$ cat config.mk
export PLATFORM = sky130hd
export DESIGN_NAME = mtr_drv
export DESIGN_NICKNAME = d
export VERILOG_FILES = /design/src/rtl/mtr_drv.sv
export SDC_FILE = /design/constraint.sdc
export NUM_CORES = 1
export LEC_CHECK = 0
export BUFFER_PORTS_ARGS = -buffer_cell sky130_fd_sc_hd__buf_4
export CAP_MARGIN = 10
export CELL_PAD_IN_SITES_DETAIL_PLACEMENT = 0
export CELL_PAD_IN_SITES_GLOBAL_PLACEMENT = 1
export CORE_ASPECT_RATIO = 0.8
export CORE_MARGIN = 1.5
export CORE_UTILIZATION = 25
export DETAILED_ROUTE_END_ITERATION = 10
export PLACE_DENSITY = 0.52
export SKIP_CTS_REPAIR_TIMING = 1
export SLEW_MARGIN = 20
export SYNTH_ARGS = -nofsm -noshare
export SYNTH_HDL_FRONTEND = slang
export SYNTH_HIERARCHICAL = 1
export SYNTH_SLANG_ARGS = --single-unit
$ cat constraint.sdc
create_clock -name clk -period 4.43 [get_ports clk]
set_input_delay 0.443 -clock clk [delete_from_list [all_inputs] [get_ports clk]]
set_output_delay 0.443 -clock clk [all_outputs]
set_load 0.01 [all_outputs]
$ cat src/rtl/mtr_drv.sv
// mtr_drv: dual H-bridge PWM stage. Speed words become complementary,
// dead-time protected gates; blanked over-current latches a sticky shutdown.
module mtr_drv_side #(
  parameter int DEAD_TIME    = 32,
  parameter int BLANK_CYCLES = 64
) (
  input  logic        clk,
  input  logic        rst_n,
  input  logic [10:0] i_cnt,
  input  logic [10:0] i_spd,     // spd[11:1]; the LSB never reaches the duty
  input  logic        i_ovr_i,
  input  logic        i_shtdwn,
  output logic        o_pwm1,
  output logic        o_pwm2,
  output logic        o_qual
);
  logic [10:0] r_duty_q;
  logic        r_pwm_sig;
  logic [6:0]  r_dead_cnt;
  logic [7:0]  r_blank_cnt;
  logic [1:0]  r_ovr_sync;
  logic        r_pwm1, r_pwm2;
  logic        w_pwm_nxt, w_dead_done, w_blank_done, w_pwm1_nxt, w_pwm2_nxt;

  assign w_pwm_nxt    = (i_cnt < r_duty_q);
  assign w_dead_done  = (r_dead_cnt == 7'(DEAD_TIME));
  assign w_blank_done = (r_blank_cnt == 8'(BLANK_CYCLES));
  assign w_pwm1_nxt   = r_pwm_sig & w_dead_done & ~i_shtdwn;
  assign w_pwm2_nxt   = ~r_pwm_sig & w_dead_done & ~i_shtdwn;

  assign o_pwm1 = r_pwm1;
  assign o_pwm2 = r_pwm2;
  assign o_qual = r_ovr_sync[1] & (r_pwm1 | r_pwm2) & w_blank_done;

  always_ff @(posedge clk or negedge rst_n) begin
    if (!rst_n) begin
      r_duty_q    <= 11'h400;
      r_pwm_sig   <= 1'b0;
      r_dead_cnt  <= '0;
      r_blank_cnt <= '0;
      r_ovr_sync  <= '0;
      r_pwm1      <= 1'b0;
      r_pwm2      <= 1'b0;
    end else begin
      if (i_cnt == 11'h7FF) r_duty_q <= {~i_spd[10], i_spd[9:0]};
      r_pwm_sig <= w_pwm_nxt;
      // Edge seen on the value being loaded (r_pwm_sig acts as the previous
      // sample), so a gate rises DEAD_TIME+1 clocks after the pwm_sig edge.
      if (w_pwm_nxt != r_pwm_sig)  r_dead_cnt <= '0;
      else if (!w_dead_done)       r_dead_cnt <= r_dead_cnt + 7'd1;
      r_pwm1 <= w_pwm1_nxt;
      r_pwm2 <= w_pwm2_nxt;
      if ((w_pwm1_nxt != r_pwm1) || (w_pwm2_nxt != r_pwm2)) r_blank_cnt <= '0;
      else if (!w_blank_done)      r_blank_cnt <= r_blank_cnt + 8'd1;
      r_ovr_sync <= {r_ovr_sync[0], i_ovr_i};
    end
  end
endmodule

module mtr_drv #(
  parameter int DEAD_TIME    = 32,
  parameter int BLANK_CYCLES = 64,
  parameter int OVR_LIMIT    = 4
) (
  input  logic        clk,
  input  logic        rst_n,
  input  logic [11:0] lft_spd,
  input  logic [11:0] rght_spd,
  input  logic        OVR_I_lft,
  input  logic        OVR_I_rght,
  output logic        PWM1_lft,
  output logic        PWM2_lft,
  output logic        PWM1_rght,
  output logic        PWM2_rght,
  output logic        OVR_I_shtdwn
);
  localparam int NUM_SIDES = 2;   // [0] left, [1] right

  logic [10:0]                 r_cnt;
  logic                        r_ovr_seen;
  logic [3:0]                  r_ovr_cnt;
  logic                        r_shtdwn;
  logic [NUM_SIDES-1:0][10:0]  w_spd;
  logic [NUM_SIDES-1:0]        w_ovr, w_pwm1, w_pwm2, w_qual;
  logic                        w_end, w_qual_any;

  assign w_spd[0] = lft_spd[11:1];
  assign w_spd[1] = rght_spd[11:1];
  assign w_ovr    = {OVR_I_rght, OVR_I_lft};

  for (genvar g = 0; g < NUM_SIDES; g++) begin : g_side
    mtr_drv_side #(.DEAD_TIME(DEAD_TIME), .BLANK_CYCLES(BLANK_CYCLES)) u_side (
      .clk      (clk),
      .rst_n    (rst_n),
      .i_cnt    (r_cnt),
      .i_spd    (w_spd[g]),
      .i_ovr_i  (w_ovr[g]),
      .i_shtdwn (r_shtdwn),
      .o_pwm1   (w_pwm1[g]),
      .o_pwm2   (w_pwm2[g]),
      .o_qual   (w_qual[g])
    );
  end

  assign w_end      = (r_cnt == 11'h7FF);
  assign w_qual_any = |w_qual;

  always_ff @(posedge clk or negedge rst_n) begin
    if (!rst_n) begin
      r_cnt      <= '0;
      r_ovr_seen <= 1'b0;
      r_ovr_cnt  <= '0;
      r_shtdwn   <= 1'b0;
    end else begin
      r_cnt <= r_cnt + 11'd1;
      if (w_end) begin
        r_ovr_seen <= 1'b0;
        // An event in the boundary cycle itself still counts for this period.
        if (r_ovr_seen | w_qual_any) begin
          if (r_ovr_cnt != 4'hF) r_ovr_cnt <= r_ovr_cnt + 4'd1;
          if (({1'b0, r_ovr_cnt} + 5'd1) >= 5'(OVR_LIMIT)) r_shtdwn <= 1'b1;
        end else begin
          r_ovr_cnt <= '0;
        end
      end else if (w_qual_any) begin
        r_ovr_seen <= 1'b1;
      end
    end
  end

  assign OVR_I_shtdwn = r_shtdwn;
  assign PWM1_lft     = w_pwm1[0];
  assign PWM2_lft     = w_pwm2[0];
  assign PWM1_rght    = w_pwm1[1];
  assign PWM2_rght    = w_pwm2[1];
endmodule

Word level (Yosys, flattened, before mapping). Index checks and enable logic that the tools add are counted. Widths: inputs -> output; s select.

Multiplexer cells: 12. Bitwise operators: 20. Equal/unequal tests: 17. Reduce and logical (&&, ||, !) cells: 6. Magnitude comparators: 3. Add/sub/neg operators: 7.

Operator list (number): $mux 8 (4); $mux 7 (4); $lt 11x11->1 (2); $add 8x1->8 const B (2); $eq 8x7->1 const B (2); $add 7x1->7 const B (2); $eq 7x6->1 const B (2); $and 1x1->1 (12); $add 11x1->11 const B (1); $eq 11x11->1 const B (1); $mux 4 (2); $ne 2x2->1 const B (4); $ne 1x1->1 (6); $add 4x1->5 const B (1); $ge 5x3->1 const B (1); $not 1->1 (5); $add 4x1->4 const B (1); $ne 4x4->1 const B (1); $or 1x1->1 (3); $reduce_and 3->1 (1); $logic_or 1x1->1 (2); $mux 1 (2); $ne 2x1->1 const B (1); $reduce_and 2->1 (1); 2 further kinds (2).

Input port bits: 28. Register bits: 79. Logic and storage cells: 83.

Depth between registers and ports, before layout. Gate-level depths: netlist (run 1).

Word-level depth: 7. Depth in mapped cells: 8.

By module. Netlist (run 1), hierarchy kept.

Modules (own cells, without submodules): mtr_drv_side at g_side[0].u_side (cells an instance 181, area each 1744.2 µm², times used 1, sequential area each 777.0 µm²); mtr_drv_side at g_side[1].u_side (cells an instance 179, area each 1739.2 µm², times used 1, sequential area each 777.0 µm²); mtr_drv (cells an instance 72, area each 782.0 µm², times used 1, sequential area each 425.4 µm²).

Worst setup path before layout (run 1). No wires, ideal clock.

Kind: register to register. Start: reg g_side[1].u_side.r_blank_cnt[0]. End: reg r_ovr_cnt[2]. Library setup time: 0.126 ns. Stages on the path, launching flop included: 9. Clock period less this slack: 2.067 ns. Slack: 2.363 ns. Data arrival time: 1.941 ns. Data required time: 4.304 ns. Path through: dfrtp_1 > inv_1 > ha_1 > nand3_1 > nor3b_1 > nor3_1 > nor2_1 > or3_4 > a221o_1.

Word-level cells in the longest chain between the ends: 6. Elaborated cells on any way between the ends: 7. Classes of those cells: 2 x eq/ne; 1 x mux; 2 x bitwise; 2 x reduce/logical.

RTL lines: from (decl) (RTL line 20) `logic [7:0] r_blank_cnt;`; from (signal assigned) (RTL line 54) `else if (!w_blank_done) r_blank_cnt <= r_blank_cnt + 8'd1;`; $eq 8x7->1 (*) (RTL line 27) `assign w_blank_done = (r_blank_cnt == 8'(BLANK_CYCLES));`; $and 1x1->1 (*) (RTL line 33) `assign o_qual = r_ovr_sync[1] & (r_pwm1 | r_pwm2) & w_blank_done;`; net w_qual[1] (RTL line 84) `logic [NUM_SIDES-1:0] w_ovr, w_pwm1, w_pwm2, w_qual;`; $reduce_or 2->1 (*) (RTL line 106) `assign w_qual_any = |w_qual;`; $or 1x1->1 (*) (RTL line 119) `if (r_ovr_seen | w_qual_any) begin`; $ne 2x1->1 (no source line); $reduce_and 2->1 (no source line); to (signal assigned) (RTL line 120) `if (r_ovr_cnt != 4'hF) r_ovr_cnt <= r_ovr_cnt + 4'd1;`; to (decl) (RTL line 81) `logic [3:0] r_ovr_cnt;`.

Mark *: on every way through the listed nets, which the timed path passes. The rest lies on a longest branch. A chain may end at the register's enable or synchronous reset.

Worst setup path in the final report (run 1).
Start: reg g_side[1].u_side.r_blank_cnt[3]. End: reg r_ovr_cnt[0].

Same word-level chain as after synthesis.

==> results of run 1 <==
[flip-flops by register name, summed over array words and instances (netlist names), 2 cells and up]
name,flops
g_side.u_side/r_dead_cnt,14
r_cnt,11
g_side.u_side/r_duty_q,22
g_side.u_side/r_ovr_sync,4
r_ovr_cnt,4
g_side.u_side/r_pwm_sig,2
g_side.u_side/o_pwm2,2
g_side.u_side/o_pwm1,2
g_side.u_side/r_blank_cnt,16
[synth_stat cells, drive strengths merged (2+ instances only)]
| library cell | instances |
|---|---|
| a21oi | 13 |
| nor2 | 31 |
| and2 | 2 |
| nor4 | 2 |
| xnor2 | 12 |
| mux2i | 18 |
| clkbuf | 7 |
| o21a | 5 |
| nor2b | 5 |
| nand2b | 8 |
| xor2 | 17 |
| nor3 | 14 |
| mux2 | 2 |
| nand4 | 8 |
| or3 | 2 |
| dfrtp | 77 |
| and3b | 2 |
| nand3b | 2 |
| inv | 33 |
| or2 | 2 |
| nand3 | 30 |
| o22ai | 2 |
| dfstp | 2 |
| a21o | 2 |
| nand2 | 44 |
| a211oi | 2 |
| o221ai | 2 |
| o21bai | 7 |
| ha | 31 |
| o21ai | 30 |
| nor3b | 2 |
| and3 | 5 |
| nor4b | 3 |
[cells by family after synthesis]
group	Yosys count	synth area share, %
and+or+nand+nor	163	19.6
muxes	20	4.84
adders and majority gates	31	9.09
DFF	79	46.4
AOI/OAI and AO/OA	69	10.4
xor gates and xnor gates	29	5.95
buffers and inverters	41	3.67
[metal layers]
layer,up-vias,global-route usage [%],wire length [um]
li1,1549,-,-
met1,1437,13.9,4380
met2,34,15.8,3710
met3,9,3.04,280
met4,0,3.16,100
met5,-,0,0
[critical path, stage by stage, from the launching register on]
cell and delay, ps:
dfrtp_1 420, nor4b_1 350, nand3_1 260, nor3b_1 270, nor3_1 150, nor4_1 730
nand2_1 170, o21ai_0 180
[final timing paths]
path,from,end,depth (start not counted)
setup / recovery,g_side[1].u_side/r_blank_cnt[3]$_DFFE_PN0P_,r_ovr_cnt[0]$_DFFE_PN0P_,7
hold / removal,rst_n,g_side[0].u_side/r_blank_cnt[5]$_DFFE_PN0P_,1
setup reg to reg,g_side[1].u_side/r_blank_cnt[3]$_DFFE_PN0P_,r_ovr_cnt[0]$_DFFE_PN0P_,7
hold reg to reg,g_side[0].u_side/r_ovr_sync[0]$_DFF_PN0_,g_side[0].u_side/r_ovr_sync[1]$_DFF_PN0_,0
max in group asynchronous,rst_n,r_cnt[6]$_DFF_PN0_,1
min in group clk,OVR_I_rght,g_side[1].u_side/r_ovr_sync[0]$_DFF_PN0_,1
[power breakdown]
| group | internal, mW | switching (mW) | total [mW] |
|---|---|---|---|
| Sequential | 0.724 | 0.000590 | 0.724 |
| Clock | 0.449 | 0.284 | 0.733 |
| Combinational | 0.0144 | 0.0171 | 0.0315 |
[metrics by stage]
stage          setup slack, ps  util (%)  cells
2_1_floorplan             2360         -    432
3_3_place_gp              1920      28.6    674
3_5_place_dp              1870      28.6    674
4_1_cts                   1840      30.3    690
5_1_grt                   1600      30.4    690
6_report                  1820      30.4    690
[cell type report]
cell class	instances	share of cell area, %
clock buffers	12	4.88
clock inverters	4	0.892
inverters	33	2.45
multi-input cells	312	42.6
flip-flops and latches	79	39.2
well taps	220	5.45
repair buffers	30	4.53
==> results.py, run 1 <==
metrics = {
    "run_status": {
        "outcome": "finished, final reports clean",
    },
    "logic_synthesis": {
        "synth_edf_count": 0,
        "ys_types": 50,
        "synth.area.top_cells": "dfrtp_1 45%, ha_1 9.1%, mux2i_1 4.0%",
        "synth.net_count": 491,
        "synth_top_cell_area_share_pct": 45.2,
        "yosysSeqAreaShare_pct": 46.4,
        "ys_warn_count": 6,
        "synthFlopType": "dfrtp_1",
        "synth.ff_latch_count": 79,
        "syn-cell-area_sq_mm": 0.00427,
        "avgSynthCellArea_sq_um": 9.87,
        "async_reset_ff_share_pct": 100,
        "syn_inst": 432,
        "synth_top_area_cell": "dfrtp_1",
    },
    "floorplanning": {
        "dieHeight_um": 120,
        "rows": 42,
        "die_w_um": 149,
        "core_sq_mm": 0.0166,
        "dieArea_sq_mm": 0.0179,
        "io_pins": 33,
        "start_util_pct": 25.7,
    },
    "sta": {
        "finalSetupTns_ps": 0,
        "rsz0062_at_grt": "no",
        "post-route-period-util_pct": 58.9,
        "setup_viol": 0,
        "fin_skew_ps": 7.00,
        "max-slew-margin-rel_pct": 42.2,
        "hold_viol_final": 0,
        "timing.fmax_ghz": 0.383,
        "fin_crit_ps": 2610,
        "drv_slew": 0,
        "worst_hold_slack_ps": 158,
        "worst_pin_slew_ps": 859,
    },
    "placed_design": {
        "place_hpwl_mm": 5.76,
        "place_congestion": 0.729,
        "port_buffers": 30,
        "dpl_cell_area_sq_mm": 0.00474,
    },
    "grt": {
        "antenna_found_initial": 0,
        "grt_pass1_vias": 3035,
        "grt_max_degree": 80,
        "grtUsageTotal_pct": 10.3,
        "grt_pass1_wl_mm": 14.5,
        "grt-ovfl-total": 0,
    },
    "flow_run": {
        "maxCapViolCount": 0,
    },
    "detailed_routing": {
        "wl_per_cell_um": 12.3,
        "drtPass1Iterations": 4,
        "ant_nets": 0,
        "drcViolationCount": 0,
        "postRouteWirelength_mm": 8.48,
        "vias": 3029,
        "via_per_inst": 4.39,
        "dr.first_iter.drc_count": 133,
    },
    "cells_and_area": {
        "final_common_cell": "dfrtp_1",
        "seqCellArea_sq_mm": 0.00198,
        "fillers": 1761,
        "syn_to_final_growth_pct": 18.4,
        "finalInstanceArea_sq_mm": 0.00505,
        "final_nets": 524,
        "multi_input_area_sq_mm": 0.00215,
        "num_antenna_cells": 0,
        "drive_gt1_share_pct": 12.6,
        "final_cell_mix": "77 x dfrtp_1, 44 x nand2_1, 33 x inv_1",
    },
    "worst_setup_path": {
        "worstPathRequired_ps": 4680,
        "critPathKind": "register to register",
        "rrSetupSlack_ps": 1820,
        "start_kind": "register",
        "worstSetupEndpointType": "register",
        "critPathMaxFanout": 5,
        "crit_arrival_ps": 2860,
    },
    "min_path": {
        "min_path_type": "input port to asynchronous set/reset pin",
    },
    "clock_tree": {
        "cts_tree": "built",
        "clkSlewWorstSetupHoldPaths_ps": 60,
        "clockBufferDepth": 2,
        "clkLatencyLatePin_ps": 330,
        "cts_buffers": 9,
        "cts_root_buf": "clkbuf_16",
        "h-tree-depth": 3,
        "cts.sink_count": 79,
    },
    "power": {
        "p_leak_nw": 2.56,
        "ir_drop_mv": 0.162,
        "p_per_area_mw_per_mm2": 295,
        "p_total_mw": 1.49,
    },
}
Power figures use the tool's default switching activity.
==> run 2, diff against run 1 <==
PLACE_DENSITY = 0.53   (was 0.52)
clock period = 2.4 ns   (was 4.43 ns; I/O delays follow)
==> run 2 against run 1 <==
  * Register-to-register slack got worse by 1700 ps
  * First-iteration DRC count increased by 3.8%
  * Hold slack got worse by 120 ps
  * Global-route usage increased by 0.26 points
  * Clock power increased by 120%
  * Power increased by 100%
  * Core utilization increased by 1.3 points
  * Critical path type unchanged
  * Critical endpoint is now r_ovr_cnt[2]$_DFFE_PN0P_
  * Largest cell class unchanged
  * Highest routed layer unchanged
==> results.py, run 2 (synthesized netlist as in run 1, its figures left out) <==
metrics = {
    "grt": {
        "antenna_found_initial": 0,
        "grt_max_degree": 47,
        "grt_pass1_wl_mm": 14.9,
        "grt-ovfl-total": 0,
        "grtUsageTotal_pct": 10.5,
        "grt_pass1_vias": 3121,
    },
    "placed_design": {
        "dp_cells": 691,
        "place_congestion": 0.700,
        "dp_slack_ps": 181,
        "dpl_cell_area_sq_mm": 0.00488,
        "port_buffers": 30,
        "place_hpwl_mm": 6.13,
    },
    "worst_setup_path": {
        "worstPathRequired_ps": 2620,
        "crit_arrival_ps": 2460,
        "critPathMaxFanout": 6,
        "start_kind": "register",
        "rrSetupSlack_ps": 160,
        "worstSetupEndpointType": "register",
        "rr_startpoint": "g_side[0].u_side/r_blank_cnt[0]$_DFFE_PN0P_",
        "r2r-end": "r_ovr_cnt[2]$_DFFE_PN0P_",
        "critPathKind": "register to register",
        "ff2ff_path_depth": 8,
    },
    "sta": {
        "fin_crit_ps": 2240,
        "worst_hold_slack_ps": 33.8,
        "hold_viol_final": 0,
        "setup_viol": 0,
        "drv_slew": 0,
        "post-route-period-util_pct": 93.3,
        "timing.fmax_ghz": 0.446,
        "finalSetupTns_ps": 0,
        "fin_skew_ps": 6.61,
        "rsz0062_at_grt": "no",
        "max-slew-margin-rel_pct": 56.4,
        "setup_ws_ps": 160,
        "worst_pin_slew_ps": 654,
    },
    "cells_and_area": {
        "final_nets": 544,
        "top_regs": "g_side.u_side/r_duty_q (22), g_side.u_side/r_blank_cnt (16), g_side.u_side/r_dead_cnt (14)",
        "final_common_cell": "dfrtp_1",
        "drive_gt1_share_pct": 15.7,
        "syn_to_final_growth_pct": 23.4,
        "top_register": "g_side.u_side/r_duty_q",
        "finalInstanceArea_sq_mm": 0.00526,
        "num_antenna_cells": 0,
        "final_cell_mix": "77 x dfrtp_1, 46 x buf_4, 44 x nand2_1",
        "fin_util_pct": 31.7,
        "final_cell_count_no_fill": 710,
        "largest_register_ffs": 22,
    },
    "power": {
        "p_per_area_mw_per_mm2": 570,
        "p_leak_nw": 2.64,
        "power_switching_mw": 0.584,
        "p_total_mw": 3.00,
        "power.internal_mw": 2.41,
        "p_seq_share_pct": 44.6,
        "pwr-share-clk_pct": 53.2,
        "p_sw_share_pct": 19.5,
        "comb_power_share_pct": 2.2,
        "ir_drop_mv": 0.326,
    },
    "detailed_routing": {
        "drcViolationCount": 0,
        "wl_per_cell_um": 12.2,
        "ant_nets": 0,
        "dr.first_iter.drc_count": 138,
        "postRouteWirelength_mm": 8.68,
        "drtPass1Iterations": 4,
        "via_per_inst": 4.35,
        "vias": 3089,
    },
    "min_path": {
        "min_path_cells": 2,
        "min_to": "g_side[1].u_side/r_duty_q[10]$_DFFE_PN1N_",
        "hold_start": "rght_spd[11]",
        "min_path_type": "input port to register",
    },
    "floorplanning": {
        "dieHeight_um": 120,
        "start_util_pct": 25.7,
        "rows": 42,
        "core_sq_mm": 0.0166,
        "die_w_um": 149,
        "dieArea_sq_mm": 0.0179,
        "io_pins": 33,
    },
    "clock_tree": {
        "cts.sink_count": 79,
        "clockBufferDepth": 2,
        "cts_tree": "built",
        "cts_root_buf": "clkbuf_16",
        "clkSlewWorstSetupHoldPaths_ps": 60,
        "cts_buffers": 9,
        "h-tree-depth": 3,
        "clkLatencyLatePin_ps": 340,
    },
    "run_status": {
        "outcome": "finished, final reports clean",
    },
    "flow_run": {
        "maxCapViolCount": 0,
    },
}
[run 2: cell types whose count changed in the layout (fill, tap and decap cells not counted), sizes merged]
cell	delta
buf	+17
bufinv	+2
clkbuf	-1
clkinv	-3
clkinvlp	+2
dlygate4sd3	+3
[run 2: worst max-delay path by stage]
| stage | slack [ps] | end | start |
|---|---|---|---|
| after floorplan | 330 | r_ovr_cnt[2]$_DFFE_PN0P_ | g_side[1].u_side/r_blank_cnt[0]$_DFFE_PN0P_ |
| after global placement | 170 | r_ovr_cnt[2]$_DFFE_PN0P_ | g_side[0].u_side/r_blank_cnt[0]$_DFFE_PN0P_ |
| after detailed placement | 180 | r_ovr_cnt[2]$_DFFE_PN0P_ | g_side[0].u_side/r_blank_cnt[0]$_DFFE_PN0P_ |
| after CTS | 150 | r_ovr_cnt[2]$_DFFE_PN0P_ | g_side[0].u_side/r_blank_cnt[0]$_DFFE_PN0P_ |
| after global routing | 20 | r_ovr_cnt[2]$_DFFE_PN0P_ | g_side[0].u_side/r_blank_cnt[0]$_DFFE_PN0P_ |
| final | 160 | r_ovr_cnt[2]$_DFFE_PN0P_ | g_side[0].u_side/r_blank_cnt[0]$_DFFE_PN0P_ |
[run 2: per-layer routing]
layer	GRT usage (%)	part of all wire, %	vias to the layer above
li1	-	-	1591
met1	14.3	53	1450
met2	16.1	42	38
met3	3.27	3.5	10
met4	3.16	1.1	0
met5	0	0	-
[run 2: power groups by stage]
stage | combinational, mW | sequential, mW | clock [mW]
after floorplan | 0.000850 | 1.36 | 0
after global placement | 0.0650 | 1.36 | 0
after detailed placement | 0.0664 | 1.36 | 0
after CTS | 0.0666 | 1.34 | 1.65
after global routing | 0.0751 | 1.34 | 1.70
final | 0.0665 | 1.34 | 1.59
[run 2: layout make-up]
class                      count  area (sq um)
fill                        1746         11300
inverter                      33           124
tap                          220           275
clock inverter                 5           105
timing repair buffer          50           395
multi-input combinational    312          2140
clock buffer                  11           243
sequential                    79          1980
[run 2: critical path, stage by stage (launching register included)]
cell     delay [ps]
dfrtp_1         440
inv_1            70
ha_1            190
nand3_1          90
nor3b_1          60
nor3_1          380
nor2_1          150
or3_4           410
a221o_1         350
==> run 3, diff against run 2 <==
CTS_BUF_LIST = sky130_fd_sc_hd__clkbuf_2 sky130_fd_sc_hd__clkbuf_4 sky130_fd_sc_hd__clkbuf_8   (was not set)
SYNTH_HIERARCHICAL = not set   (was 1)
==> run 3 against run 2 <==
  * Critical path depth decreased by 1
  * Register-to-register slack improved by 110 ps
  * Global-route usage increased by 0.20 points
  * Clock-buffer cell count increased by 4
  * Flip-flop and latch count unchanged
  * Largest power group is now registers
  * First-iteration DRC count decreased by 33%
  * Non-clock buffer count decreased by 10
  * Core utilization decreased by 1.4 points
  * Cell count decreased by 6.8%
  * Wire length decreased by 5.6%
  * Synthesized area decreased by 5.0%
  * Worst setup slack improved by 110 ps
==> results.py, run 3 <==
metrics = {
    "run_status": {
        "outcome": "finished, final reports clean",
    },
    "cells_and_area": {
        "final_common_cell": "dfrtp_1",
        "final_cell_mix": "77 x dfrtp_1, 40 x nand2_1, 36 x nor2_1, 36 x buf_4",
        "final_nets": 502,
        "drive_gt1_share_pct": 15.9,
        "top_register": "g_side.u_side.r_duty_q",
        "num_antenna_cells": 0,
        "syn_to_final_growth_pct": 18.1,
        "top_regs": "g_side.u_side.r_duty_q (22), g_side.u_side.r_blank_cnt (16), g_side.u_side.r_dead_cnt (14)",
        "finalInstanceArea_sq_mm": 0.00479,
        "largest_register_ffs": 22,
        "fin_util_pct": 30.3,
        "final_cell_count_no_fill": 662,
        "fillers": 1718,
    },
    "clock_tree": {
        "h-tree-depth": 3,
        "cts_tree": "built",
        "cts_root_buf": "clkbuf_8",
        "clockBufferDepth": 2,
        "cts.sink_count": 79,
        "clkLatencyLatePin_ps": 350,
        "clkSlewWorstSetupHoldPaths_ps": 80,
        "cts_buffers": 9,
    },
    "worst_setup_path": {
        "critPathKind": "register to register",
        "ff2ff_path_depth": 7,
        "r2r-end": "g_side[0].u_side.r_dead_cnt[3]$_DFFE_PN0P_",
        "rrSetupSlack_ps": 270,
        "start_kind": "register",
        "worstPathRequired_ps": 2640,
        "crit_arrival_ps": 2370,
        "worstSetupEndpointType": "register",
        "critPathMaxFanout": 7,
        "rr_startpoint": "g_side[0].u_side.r_duty_q[10]$_DFFE_PN1P_",
    },
    "logic_synthesis": {
        "synthFlopType": "dfrtp_1",
        "synth_edf_count": 0,
        "synth_commonest_cells": "77 x dfrtp_1, 40 x nand2_1, 36 x nor2_1",
        "synth_top_cell_area_share_pct": 47.6,
        "synth_top_area_cell": "dfrtp_1",
        "synth.area.top_cells": "dfrtp_1 48%, ha_1 9.6%, xor2_1 4.1%",
        "avgSynthCellArea_sq_um": 10.2,
        "synth.ff_latch_count": 79,
        "synth.net_count": 457,
        "syn-cell-area_sq_mm": 0.00405,
        "syn_inst": 398,
        "ys_warn_count": 0,
        "synthMostInstantiatedCell": "dfrtp_1",
        "async_reset_ff_share_pct": 100,
        "yosysSeqAreaShare_pct": 48.9,
        "ys_types": 44,
    },
    "floorplanning": {
        "die_w_um": 145,
        "core_sq_mm": 0.0158,
        "dieArea_sq_mm": 0.0170,
        "dieHeight_um": 117,
        "start_util_pct": 25.6,
        "rows": 41,
        "io_pins": 33,
    },
    "sta": {
        "rsz0062_at_grt": "no",
        "fin_crit_ps": 2130,
        "post-route-period-util_pct": 88.6,
        "hold_viol_final": 0,
        "worst_pin_slew_ps": 528,
        "setup_viol": 0,
        "timing.fmax_ghz": 0.470,
        "drv_slew": 0,
        "fin_skew_ps": 5.86,
        "max-slew-margin-rel_pct": 64.8,
        "finalSetupTns_ps": 0,
    },
    "flow_run": {
        "maxCapViolCount": 0,
    },
    "power": {
        "p_total_mw": 2.36,
        "p_leak_nw": 2.38,
        "ir_drop_mv": 0.207,
        "p_per_area_mw_per_mm2": 493,
    },
    "grt": {
        "grtUsageTotal_pct": 10.7,
        "antenna_found_initial": 0,
        "grt_pass1_vias": 2906,
        "grt_pass1_wl_mm": 14.3,
        "grt-ovfl-total": 0,
        "grt_max_degree": 47,
    },
    "detailed_routing": {
        "ant_nets": 0,
        "drtPass1Iterations": 4,
        "vias": 2813,
        "via_per_inst": 4.25,
        "dr.first_iter.drc_count": 92,
        "drcViolationCount": 0,
        "wl_per_cell_um": 12.4,
        "postRouteWirelength_mm": 8.19,
    },
    "min_path": {
        "min_to": "g_side[1].u_side.r_duty_q[10]$_DFFE_PN1P_",
        "min_path_type": "input port to register",
        "min_path_cells": 2,
        "hold_start": "rght_spd[11]",
    },
    "placed_design": {
        "dp_cells": 644,
        "dpl_cell_area_sq_mm": 0.00457,
        "place_congestion": 0.760,
        "port_buffers": 30,
        "place_hpwl_mm": 5.89,
    },
}
==> run 3: worst max-delay path by stage <==
stage | from | end | slack [ps]
2_1_floorplan | g_side[1].u_side.r_duty_q[10]$_DFFE_PN1P_ | g_side[1].u_side.r_dead_cnt[1]$_DFFE_PN0P_ | 590
3_3_place_gp | g_side[0].u_side.r_duty_q[10]$_DFFE_PN1P_ | g_side[0].u_side.r_dead_cnt[1]$_DFFE_PN0P_ | 320
3_5_place_dp | g_side[0].u_side.r_duty_q[10]$_DFFE_PN1P_ | g_side[0].u_side.r_dead_cnt[3]$_DFFE_PN0P_ | 250
4_1_cts | g_side[0].u_side.r_duty_q[10]$_DFFE_PN1P_ | g_side[0].u_side.r_dead_cnt[3]$_DFFE_PN0P_ | 240
5_1_grt | r_cnt[1]$_DFF_PN0_ | g_side[1].u_side.r_duty_q[7]$_DFFE_PN0P_ | 80
6_report | g_side[0].u_side.r_duty_q[10]$_DFFE_PN1P_ | g_side[0].u_side.r_dead_cnt[3]$_DFFE_PN0P_ | 270
==> run 3: cell families after synthesis <==
logic type	count (synthesis)	share of synthesized area (%)
xor+xnor	33	7.13
mux	6	1.58
compound gates	57	7.91
fa+ha+maj	31	9.57
buf+inv	37	3.95
simple gates	155	21.0
flops	79	48.9
==> run 3: critical path, stage by stage, from the launching register on <==
cell     delay [ps]
dfstp_2         530
inv_1            40
ha_1            300
nand4_1         110
nor3_1          210
a21oi_1         120
a21oi_1         460
and3b_1         250
==> run 3: per-stage QoR <==
stage               setup WS, ps  hold WS [ps]
floorplan                    592         -55.6
global placement             319           239
detailed placement           247           239
CTS                          243          -144
global route                78.5          9.41
finish                       274          24.0
==> run 3: layer usage <==
layer | wire, um | GRT usage (%) | share of wire, % | up-vias
li1 | - | - | - | 1432
met1 | 4390 | 14.9 | 54 | 1344
met2 | 3450 | 16.2 | 42 | 32
met3 | 287 | 3.37 | 3.5 | 5
met4 | 61 | 3.06 | 0.74 | 0
met5 | 0 | 0 | 0 | -
==> run 3: report_power, final <==
part / leakage, nW / total [mW] / internal [mW] / switching, mW
combinational: 1.37 / 0.0679 / 0.0331 / 0.0348
clock: 0.100 / 0.959 / 0.492 / 0.467
sequential: 0.912 / 1.33 / 1.33 / 0.00126
==> run 3: final cells by class <==
class | instances | area [sq um] | area share, %
multi-input combinational | 282 | 1910 | 40.0
sequential | 79 | 1980 | 41.4
inverter | 31 | 116 | 2.43
timing repair buffer | 40 | 320 | 6.69
tap | 215 | 269 | 5.62
clock buffer | 15 | 188 | 3.92
